--- config.mk ---
export PLATFORM = sky130hd
export DESIGN_NAME = micro_sequencer
export DESIGN_NICKNAME = d
export VERILOG_FILES = /design/src/rtl/mseq_pkg.sv /design/src/rtl/micro_sequencer.sv
export SDC_FILE = /design/constraint.sdc
export NUM_CORES = 1
export LEC_CHECK = 0
export ABC_AREA = 1
export BUFFER_PORTS_ARGS = -buffer_cell sky130_fd_sc_hd__clkbuf_2
export CORE_MARGIN = 8
export CORE_UTILIZATION = 30
export DETAILED_ROUTE_END_ITERATION = 7
export GPL_TIMING_DRIVEN = 0
export PLACE_DENSITY_LB_ADDON = 0.12
export SKIP_LAST_GASP = 1
export SLEW_MARGIN = 20
export SYNTH_ARGS = -nofsm -noshare
export SYNTH_HDL_FRONTEND = slang
export SYNTH_SLANG_ARGS = --single-unit
--- constraint.sdc ---
create_clock -name CLK -period 3.3 [get_ports CLK]
set_clock_uncertainty 0.2 [all_clocks]
set_input_delay 0.165 -clock CLK [delete_from_list [all_inputs] [get_ports CLK]]
set_output_delay 0.165 -clock CLK [all_outputs]
set_load 0.02 [all_outputs]
--- src/rtl/mseq_pkg.sv ---
// Shared definitions for the micro_sequencer: phase encodings, micro-instruction
// bit positions, PC source codes and the registered micro-op fields.
package mseq_pkg;

  typedef enum logic [2:0] {
    S_IF   = 3'd0,
    S_ID   = 3'd1,
    S_EXE  = 3'd2,
    S_MEM  = 3'd3,
    S_WB   = 3'd4,
    S_HALT = 3'd5
  } state_t;

  localparam int UI_SRC_IMM   = 1;
  localparam int UI_REG_WRITE = 2;
  localparam int UI_MEM_WRITE = 4;
  localparam int UI_MEM_READ  = 5;
  localparam int UI_JUMP      = 6;
  localparam int UI_BRANCH    = 7;
  localparam int UI_HALT      = 8;
  localparam int UI_MEM       = 30;

  localparam logic [1:0] PCSRC_INC    = 2'b00;
  localparam logic [1:0] PCSRC_BRANCH = 2'b01;
  localparam logic [1:0] PCSRC_JUMP   = 2'b10;

  // Only the micro-instruction fields the sequencer acts on after ID are kept.
  typedef struct packed {
    logic branch;
    logic mem;
    logic reg_write;
    logic mem_read;
    logic mem_write;
    logic src_imm;
  } uop_t;

  function automatic uop_t decode_uop(input logic [31:0] ui);
    uop_t u;
    u.branch    = ui[UI_BRANCH];
    u.mem       = ui[UI_MEM];
    u.reg_write = ui[UI_REG_WRITE];
    u.mem_read  = ui[UI_MEM_READ];
    u.mem_write = ui[UI_MEM_WRITE];
    u.src_imm   = ui[UI_SRC_IMM];
    return u;
  endfunction

endpackage

--- src/rtl/micro_sequencer.sv ---
// Multi-cycle IF/ID/EXE/MEM/WB phase sequencer with halt and memory-wait handling.
// Optional performance counters (CycleCnt, RetireCnt, CNT_W) exist only with MSEQ_PERF_EN.
module micro_sequencer
  import mseq_pkg::*;
#(
`ifdef MSEQ_PERF_EN
  parameter int CNT_W        = 32,
`endif
  parameter int MEM_WAIT_MAX = 255
) (
  input  logic        CLK,
  input  logic        Reset,
  input  logic [31:0] MicroInstruct,
  input  logic        Zero,
  input  logic        MemReady,
  output logic        PCWrite,
  output logic [1:0]  PCSrc,
  output logic        IRWrite,
  output logic        ALUSrcB,
  output logic        RegWrite,
  output logic        MemRead,
  output logic        MemWrite,
  output logic [2:0]  State,
`ifdef MSEQ_PERF_EN
  output logic [CNT_W-1:0] CycleCnt,
  output logic [CNT_W-1:0] RetireCnt,
`endif
  output logic        Halted,
  output logic        MemErr
);

  localparam int WAIT_W = (MEM_WAIT_MAX < 2) ? 1 : $clog2(MEM_WAIT_MAX + 1);

  state_t            state;
  uop_t              uop;
  logic [WAIT_W-1:0] wait_cnt;
  logic              mem_timeout;

  assign mem_timeout = (MEM_WAIT_MAX != 0) && (int'(wait_cnt) == MEM_WAIT_MAX - 1);

  // NOTE: reset is sampled on the clock edge only, so it sits inside the clocked branch;
  // all state uses non-blocking assignments so every register sees pre-edge values.
  always_ff @(posedge CLK) begin
    if (!Reset) begin
      state    <= S_IF;
      uop      <= '0;
      wait_cnt <= '0;
      MemErr   <= 1'b0;
    end else begin
      case (state)
        S_IF: state <= S_ID;
        S_ID: begin
          uop <= decode_uop(MicroInstruct);
          if (MicroInstruct[UI_HALT])      state <= S_HALT;
          else if (MicroInstruct[UI_JUMP]) state <= S_IF;
          else if (MicroInstruct == '0)    state <= S_IF;
          else                             state <= S_EXE;
        end
        S_EXE: begin
          wait_cnt <= '0;
          if (uop.branch)         state <= S_IF;
          else if (uop.mem)       state <= S_MEM;
          else if (uop.reg_write) state <= S_WB;
          else                    state <= S_IF;
        end
        S_MEM: begin
          if (MemReady) begin
            state    <= uop.mem_read ? S_WB : S_IF;
            wait_cnt <= '0;
          end else if (mem_timeout) begin
            state  <= S_HALT;
            MemErr <= 1'b1;
          end else begin
            wait_cnt <= wait_cnt + WAIT_W'(1);
          end
        end
        S_WB:    state <= S_IF;
        S_HALT:  state <= S_HALT;
        default: state <= S_IF;
      endcase
    end
  end

  // NOTE: every output gets a default before the case so no latch is inferred.
  always_comb begin
    PCWrite  = 1'b0;
    PCSrc    = PCSRC_INC;
    IRWrite  = 1'b0;
    ALUSrcB  = 1'b0;
    RegWrite = 1'b0;
    MemRead  = 1'b0;
    MemWrite = 1'b0;
    if (Reset) begin
      case (state)
        S_IF: begin
          IRWrite = 1'b1;
          PCWrite = 1'b1;
          ALUSrcB = uop.src_imm;
        end
        S_ID: begin
          ALUSrcB = uop.src_imm;
          if (!MicroInstruct[UI_HALT] && MicroInstruct[UI_JUMP]) begin
            PCWrite = 1'b1;
            PCSrc   = PCSRC_JUMP;
          end
        end
        S_EXE: begin
          ALUSrcB = uop.src_imm;
          if (uop.branch) begin
            PCWrite = Zero;
            PCSrc   = PCSRC_BRANCH;
          end
        end
        S_MEM: begin
          ALUSrcB  = uop.src_imm;
          MemRead  = uop.mem_read;
          MemWrite = uop.mem_write;
        end
        S_WB: begin
          ALUSrcB  = uop.src_imm;
          RegWrite = 1'b1;
        end
        default: ;
      endcase
    end
  end

  assign State  = state;
  assign Halted = (state == S_HALT);

`ifdef MSEQ_PERF_EN
  logic to_if;

  // Instruction completion: any edge that returns the sequencer to IF from a busy phase.
  assign to_if = ((state == S_ID) && !MicroInstruct[UI_HALT] &&
                  (MicroInstruct[UI_JUMP] || (MicroInstruct == '0))) ||
                 ((state == S_EXE) && (uop.branch || (!uop.mem && !uop.reg_write))) ||
                 ((state == S_MEM) && MemReady && !uop.mem_read) ||
                 (state == S_WB);

  always_ff @(posedge CLK) begin
    if (!Reset) begin
      CycleCnt  <= '0;
      RetireCnt <= '0;
    end else begin
      if (state != S_HALT) CycleCnt  <= CycleCnt + CNT_W'(1);
      if (to_if)           RetireCnt <= RetireCnt + CNT_W'(1);
    end
  end
`endif

endmodule

# Yosys cells after proc, flatten, opt, wreduce, memory -nomap -nowiden
# Cells that the tools add are included.
[op_classes] shifts=0 mux=31 eq_ne=8 n_bitwise=1 mul=0 magnitude_cmp=0 n_addsub=1 reduce_logical=8 n_div=0
[op_table] cell="$logic_not 32->1" n=1
[op_table] cell="$mux 3" n=7
[op_table] cell="$mux 8" n=2
[op_table] cell="$pmux 8 s2" n=1
[op_table] cell="$pmux 3 s5" n=1
[op_table] cell="$mux 1" n=14
[op_table] cell="$add 8x1->8 const B" n=1
[op_table] cell="$eq 8x2->1 const B" n=1
[op_table] cell="$mux 2" n=4
[op_table] cell="$eq 3x2->1 const B" n=2
[op_table] cell="$eq 3x3->1 const B" n=2
[op_table] cell="$ne 3x3->1 const B" n=2
[op_table] cell="$reduce_or 5->1" n=1
[op_table] cell="$pmux 2 s2" n=1
[op_table] cell="$eq 3x1->1 const B" n=1
[op_table] cell="$logic_not 3->1" n=1
[op_table] cell="$pmux 1 s3" n=1
[op_table] cell="$reduce_and 3->1" n=1
[op_table] cell="$reduce_and 2->1" n=1
[op_table] cell="$reduce_bool 2->1" n=1
[op_table] cell="$logic_and 1x1->1" n=1
[op_table] cell="$logic_not 1->1" n=1
[op_table] cell="$not 1->1" n=1
[word_totals] register_bits=18 inputBits=36 ram_bits=0 mem_count=0 latchBits=0 mem_bits_ro=0

# Longest topological paths before layout
# Gate-level depths: netlist of the first run.
[logic_depth] word_depth=5 depth_mapped=11 ltp_nobuf=11

# Worst setup path after synthesis of the first run
# Ideal clock, no wire load.
[synth_path] path_type="reg2out" from="register state[1] (netlist: State[1])" to="output port MemRead" arrival_ns=1.275 path_stages_with_launch=5 path_slack_ns=1.660 cell_sequence="dfxtp_1 > inv_2 > nor2_8 > nand2_4 > nor3_1"
[synth_via] elab_chain_cells=3
[synth_lines] element="start: declaration" line_no="micro_sequencer.sv:34" source="state_t state;"
[synth_lines] element="start signal: assignment" line_no="micro_sequencer.sv:68" source="state <= uop.mem_read ? S_WB : S_IF;"
[synth_lines] element="$eq 3x2->1" line_no="micro_sequencer.sv:94" source="case (state)"
[synth_lines] element="$mux 1" line_no="micro_sequencer.sv:94"
[synth_lines] element="$mux 1" line_no="micro_sequencer.sv:93" source="if (Reset) begin"
[synth_lines] element="end: declaration" line_no="micro_sequencer.sv:21" source="output logic MemRead,"
# Every way passes these cells.

# Final worst setup path of the first run
[layout_path] from="register state[0] (netlist: State[0])" to="output port PCWrite"
[layout_via] elab_chain_cells=3
[layout_lines] element="$eq 3x2->1 (tied with other cells)" line_no="micro_sequencer.sv:94"
[layout_lines] element="$pmux 1 s3 (*)" line_no="micro_sequencer.sv:94"
[layout_lines] element="$mux 1 (*)" line_no="micro_sequencer.sv:93"
[layout_lines] element="end: declaration" line_no="micro_sequencer.sv:16" source="output logic PCWrite,"
# Every way passes the cells marked *; elsewhere a longest branch is shown, timed or not.

==> run metrics, run 1 <==
final worst path period need=just under 2 ns; combinational share of power=23.7%; Clk pwr share=a little under a third; data arrival time of the worst path=around 1.6 ns; # diodes=0; layout cells sized above 1=approximately 32%; leading cell type in the layout, fill and taps excluded=clkbuf_2; gr ovfl total=0; Worst Hold Launch=MicroInstruct[5]; critical path capture point type=primary output; commonest cells after routing, fill and taps aside=48 x clkbuf_2, 34 x nor2_1, 30 x nand2_1, 20 x inv_1, 18 x dfxtp_1; root buffer cell=clkbuf_8; Final Cycle Share=between 50% and 60%; Worst-Margin Slew=0.4865 ns; clk_lat worst skew=0.25 ns; core area=3914 µm²; Initial Util=between 30% and 40%; largest net degree at the start of global routing=11; initial antenna violation count=0; Power Internal=~0.00036 W; port bufs=48; outcome=completed; drt drc=0; CTS tree=built; DP Area=1495 µm²; Mapped Area=1192 µm²; Final Wtd Congestion=0.7585; Die X-Extent=79.05 µm; sequential-to-total area share from yosys stat=30.22%; number of global-route vias before repair=1271; Layout Cells excl Fill=282; Setup TNS=0 ns; Ports=49; crit path cell chain=nand2_2 -> nor2_4 -> nand3_1 -> nand2_1 -> o21ai_0 -> inv_1 -> clkbuf_2; Die ar.=6248 µm²; Critical Path Start Type=register; post-layout util=40.03%; Tot GR Track Use=10.83%; post-route cell area=roughly 1600 µm²; Hold Crit Depth=3; final setup violation count=0; VDD IR max=164.3 µV; Worst Hold Endpoint=uop[2]; Reg2Reg Setup Slack=1.64 ns; vias per cell=roughly 4.5; Lkg Pwr=0.7131 nW; Syn Nets=216; Via Count=between 1k and 1.5k; syn_area_per_cell=about 6.7 µm²; Detail Route Antenna Nets=0; reg2reg end=wait_cnt[6]; HPWL after DPL=2727 µm; Area Overhead vs Synth=31.37%; Slew Viols, Final=0; Synth Register Bits=18; dpl cells=between 200 and 300; Hold WS=0.004914 ns; final wirelength=3251 µm; Fin. Hold Viols=0; fin nets=272; Net Sw Frac=30.48%; Clock transition at path regs=roughly 0.070 ns; Fmax achieved=a little over 0.5 GHz; RR Startpoint=wait_cnt[1]; Netlist cell types=30; Setup Crit Path Kind=register to primary output; site row count=23; peak per-stage delay on the critical path=approximately 0.50 ns; slowest CP cell=dfxtp_1; max-cap violation count=0; Num Clock Sinks=18; PD cells=331.6 nW/µm²; DRT Pass-1 Iters=5; NetSw=0.0001583 W; clock buffer count from CTS=3; Worst EP required=roughly 3 ns; Crit Path Max Fanout=6; DRT iter0 DRCs=slightly above 50; Cells after Synth=178; RSZ-0062 raised after global routing=no; Routed WL per cell=11.53 µm; share of power burned in registers=around 46%; first-pass GRT wire length=~5500 µm; clock buffer depth=2; Post-CTS Setup Bufs=0; H-Tree Level Count=1; Die Ht=between 70 and 80 µm; relative slew slack=67.57%; Ys Warns=0; worst min path class=primary input to register; R2R depth=10
-- kinds of logic (layout without fill, tap and decap cells) --
| logic type | Yosys count | after routing | synth area share [%] |
|---|---|---|---|
| compound gates | 30 | 30 | 13.85 |
| xor+xnor | 1 | 1 | 0.7347 |
| fa+ha+maj | 2 | 2 | 2.098 |
| buf+inv | 27 | 81 | 9.759 |
| flops | 18 | 18 | 30.22 |
| simple gates | 100 | 100 | 43.34 |
-- metal layers --
metal | track usage, % | part of all wire (%) | vias up
li1 | - | - | 683
met1 | 12.05 | 45 | 534
met2 | 19.23 | 49 | 40
met3 | 4.289 | 5.7 | 2
met4 | 1.667 | 0.34 | 0
met5 | 0 | 0 | -
-- synthesized netlist by cell type --
cell type | count | area, µm²
nor2_1 | 34 | 127.6
nand2_1 | 30 | 112.6
inv_1 | 20 | 75.07
dfxtp_1 | 18 | 360.4
a21oi_1 | 11 | 55.05
o21ai_1 | 10 | 50.05
nor3_1 | 7 | 35.03
nand3_1 | 6 | 30.03
nand2_2 | 4 | 25.02
inv_2 | 3 | 11.26
nor2_2 | 3 | 18.77
nor3_2 | 3 | 30.03
o21ai_0 | 3 | 15.01
a31oi_1 | 2 | 12.51
buf_6 | 2 | 22.52
clkbuf_1 | 2 | 7.510
ha_1 | 2 | 25.02
nand2_4 | 2 | 22.52
nand3_2 | 2 | 20.02
nand4_1 | 2 | 12.51
nor2_4 | 2 | 22.52
nor2_8 | 2 | 40.04
a211oi_1 | 1 | 7.510
a21oi_2 | 1 | 8.760
a41oi_1 | 1 | 8.760
nand3b_1 | 1 | 7.510
nor4_1 | 1 | 6.260
o21bai_1 | 1 | 7.510
or2_0 | 1 | 6.260
xor2_1 | 1 | 8.760
-- what timing repair did --
item	in CTS	in global routing
resized for setup	0	0
hold buffers	3	0
hold endpoints to repair	3	0
-- power by group through the flow --
stage          Sequential (W)  Clock, W  Combinational, W
2_1_floorplan        0.000248         0         0.0000729
3_3_place_gp         0.000246         0          0.000122
3_5_place_dp         0.000246         0          0.000122
4_1_cts              0.000241  0.000162          0.000125
5_1_grt              0.000242  0.000174          0.000138
6_report             0.000241  0.000156          0.000123
-- final cells by class --
type,instances,area [µm²]
well taps,50,62.56
clock buffers,3,41.29
inverters,23,86.33
fillers,456,2347
multi-input cells,133,715.7
repair buffers,51,270.3
plain buffers,4,30.03
flip-flops and latches,18,360.3
-- per-stage QoR --
| step | setup WS [ns] | total power (W) |
|---|---|---|
| 5_1_grt | 1.251 | 0.0005544 |
| 3_3_place_gp | 1.621 | 0.0003677 |
| 4_1_cts | 1.358 | 0.0005278 |
| 3_5_place_dp | 1.643 | 0.0003676 |
| 6_report | 1.373 | 0.0005195 |
| 2_1_floorplan | 1.660 | 0.0003207 |
-- flip-flops by register name, summed over array words and instances, names as in the netlist --
register / flops
uop: 6
MemErr: 1
wait_cnt: 8
State: 3
-- critical path: cells and delay by family, from the launching register on --
kind	cells	cell delay [ns]
flops	1	0.50
simple gates	4	0.50
buf+inv	2	0.24
compound gates	1	0.07
-- worst max path at each step --
stage,end,from
floorplan,MemRead,State[1]
global placement,PCWrite,State[0]
detailed placement,wait_cnt[6],wait_cnt[1]
CTS,PCWrite,State[0]
global route,PCWrite,State[0]
finish,PCWrite,State[0]
Power figures use the tool's default switching activity.
==> run 2: changes to the inputs <==
--- a/config.mk
+++ b/config.mk
@@ -5,7 +5,7 @@
 export SDC_FILE = /design/constraint.sdc
 export NUM_CORES = 1
 export LEC_CHECK = 0
-export ABC_AREA = 1
+export ABC_AREA = 0
 export BUFFER_PORTS_ARGS = -buffer_cell sky130_fd_sc_hd__clkbuf_2
 export CORE_MARGIN = 8
 export CORE_UTILIZATION = 30
==> constraint.sdc (replaced) <==
create_clock -name CLK -period 1.6 [get_ports CLK]
set_clock_uncertainty 0.2 [all_clocks]
set_input_delay 0.08 -clock CLK [delete_from_list [all_inputs] [get_ports CLK]]
set_output_delay 0.08 -clock CLK [all_outputs]
set_load 0.02 [all_outputs]
==> run metrics, run 2 <==
first-pass GRT wire length=6154 µm; data arrival time of the worst path=1.59 ns; Setup Crit Path Kind=register to primary output; critical path capture point type=primary output; post-route cell area=1989 µm²; syn_area_per_cell=8.338 µm²; outcome=finished, violations left; Fmax achieved=0.5357 GHz; Crit Path Max Fanout=3; Netlist cell types=39; drt drc=0; Worst Hold Endpoint=State[1]; most common library cells after synthesis=18 x dfxtp_1, 13 x nor2_1, 9 x nand2_1; Die Ht=around 76 µm; Mapped Area=about 1100 µm²; Final Cycle Share=116.7%; buffers plus inverters on the worst setup path=2; failing checks=setup timing; RSZ-0062 raised after global routing=yes; compound-cell area share of the yosys netlist=16.88%; Cells after Synth=128; leading cell type in the layout, fill and taps excluded=clkbuf_2; count leader, synth=dfxtp_1; Die ar.=5722 µm²; port bufs=47; largest family of logic cells by synthesized area=simple AND/OR/NAND/NOR gates; DRT iter0 DRCs=53; number of synthesized flops with an enable pin=0; Syn Nets=166; PD cells=541.2 nW/µm²; Reg with most FFs=wait_cnt; Fin. Hold Viols=0; Ports=about 50; post-layout util=between 50% and 60%; crit path cell chain=nor3b_4 -> buf_6 -> and2b_1 -> a21boi_2 -> a2111oi_4 -> buf_4; commonest cells after routing, fill and taps aside=38 x clkbuf_2, 15 x buf_4, 13 x nor2_1, 12 x dlygate4sd3_1; vias per cell=5.122; R2R depth=6; H-Tree Level Count=1; Clock transition at path regs=0.11 ns; min setup slack post-route=-0.2667 ns; Hold Crit Depth=5; sequential-to-total area share from yosys stat=between 30% and 40%; relative slew slack=between 70% and 80%; Area Overhead vs Synth=86.40%; Synth Area in Adders=roughly 2.3%; VDD IR max=371.2 µV; post-synthesis mux area share=7.503%; Num Clock Sinks=18; Reg2Reg Setup Slack=-0.15 ns; peak per-stage delay on the critical path=0.36 ns; core area=3390 µm²; CTS tree=built; DRT Pass-1 Iters=4; clock buffer count from CTS=3; Post-Synth XOR/XNOR Area=0%; final wirelength=approximately 4000 µm; post-synth top area share=33.76%; Area contributors post-synth=dfxtp_1 34%, mux2i_1 7.5%, nor4_1 4.7%, nor2_1 4.6%, nand2_1 3.2%; Lkg Pwr=0.8233 nW; reg2reg end=wait_cnt[4]; Routed WL per cell=15.24 µm; Initial Util=31.49%; Fill cells=299; Worst EP required=1.32 ns; Placement Setup Slack=-0.2600 ns; number of global-route vias before repair=1354; Via Count=around 1.3k; max-cap violation count=0; Critical Path Start Type=register; final setup violation count=14; final worst path period need=~1.9 ns; ys flop type=dfxtp_1; CP delay by family, top=flip-flops; Final Wtd Congestion=0.8051; site row count=21; Worst-Margin Slew=0.4211 ns; slowest CP cell=dfxtp_2; Die X-Extent=about 76 µm; gr ovfl total=0; max reg flops=8; Ys Warns=0; HPWL after DPL=between 2000 and 3000 µm; Tot GR Track Use=13.95%; root buffer cell=clkbuf_4; largest net degree at the start of global routing=11; DP Area=1394 µm²; ys async rst share=0%; RR Startpoint=State[2]; clk_lat worst skew=0.30 ns; worst min path class=primary input to register; simple-gate share of the synthesized area=35.99%; Detail Route Antenna Nets=0; # diodes=0; Worst Hold Launch=MicroInstruct[26]; layout cells sized above 1=50.72%; area leader, netlist=dfxtp_1; Slew Viols, Final=0; initial antenna violation count=0; fin nets=249; clock buffer depth=2; Synth Register Bits=18; Tot Pwr=0.001077 W
## run 2: stage by stage
step,cells,hold slack (ns),setup TNS (ns)
4_1_cts,254,0.001316,-2.040
2_1_floorplan,128,0.02684,-0.2715
6_report,255,0.003104,-2.068
3_5_place_dp,221,0.1478,-1.677
5_1_grt,255,0.001917,-2.990
3_3_place_gp,221,0.1336,-1.372
## run 2: tightest hold or removal path: stages
cell	delay [ns]
clkbuf_2	0.08
nor4_1	0.04
nand4_1	0.06
o2111ai_1	0.11
o211ai_1	0.10
## run 2: power breakdown
part / switching [W] / internal (W) / leakage (nW)
sequential: 0.0000156 / 0.000465 / 0.151
combinational: 0.000164 / 0.000202 / 0.658
clock: 0.000142 / 0.0000878 / 0.0138
total: 0.000322 / 0.000755 / 0.823
## run 2: repair_timing
item	CTS	global route
endpoints found under the setup margin	17	18
buffers inserted	18	2
pin swaps	8	7
hold buffers	12	0
resized for setup	53	22
hold endpoints to repair	11	0
## run 2: cell type report
class / instances / area [µm²] / area share, %
multi-input combinational: 101 / 849.6 / 42.70
timing repair buffer: 78 / 586.8 / 29.50
sequential: 18 / 379.1 / 19.06
buffer: 6 / 82.58 / 4.151
tap: 46 / 57.56 / 2.893
clock buffer: 3 / 22.52 / 1.132
inverter: 3 / 11.26 / 0.5660
## run 2: logic make-up (layout without fill, tap and decap cells)
logic type,count (synthesis),in the layout
AO/OA/AOI/OAI,26,26
flip-flops,18,18
AND/OR/NAND/NOR,65,65
buffers and inverters,9,90
multiplexers,8,8
adder cells (fa/ha/maj),2,2
## run 2: how the worst max path moves through the flow
stage / from / endpoint / slack (ns) / cells past startpoint
finish: State[2] / PCWrite / -0.27 / 6
detailed placement: State[2] / wait_cnt[5] / -0.26 / 4
CTS: State[1] / PCWrite / -0.27 / 6
floorplan: State[0] / PCWrite / -0.14 / 5
global route: State[2] / PCWrite / -0.34 / 6
global placement: State[0] / PCWrite / -0.23 / 6
## run 2: per-layer routing
metal  part of all wire (%)  wire length (µm)  track usage [%]  up-vias
met2                     51              1996            25.31       34
met3                    4.9               190            4.342        7
met4                    1.0                40            2.985        0
met5                      0                 0                0        -
li1                       -                 -                -      652
met1                     43              1659            15.47      613
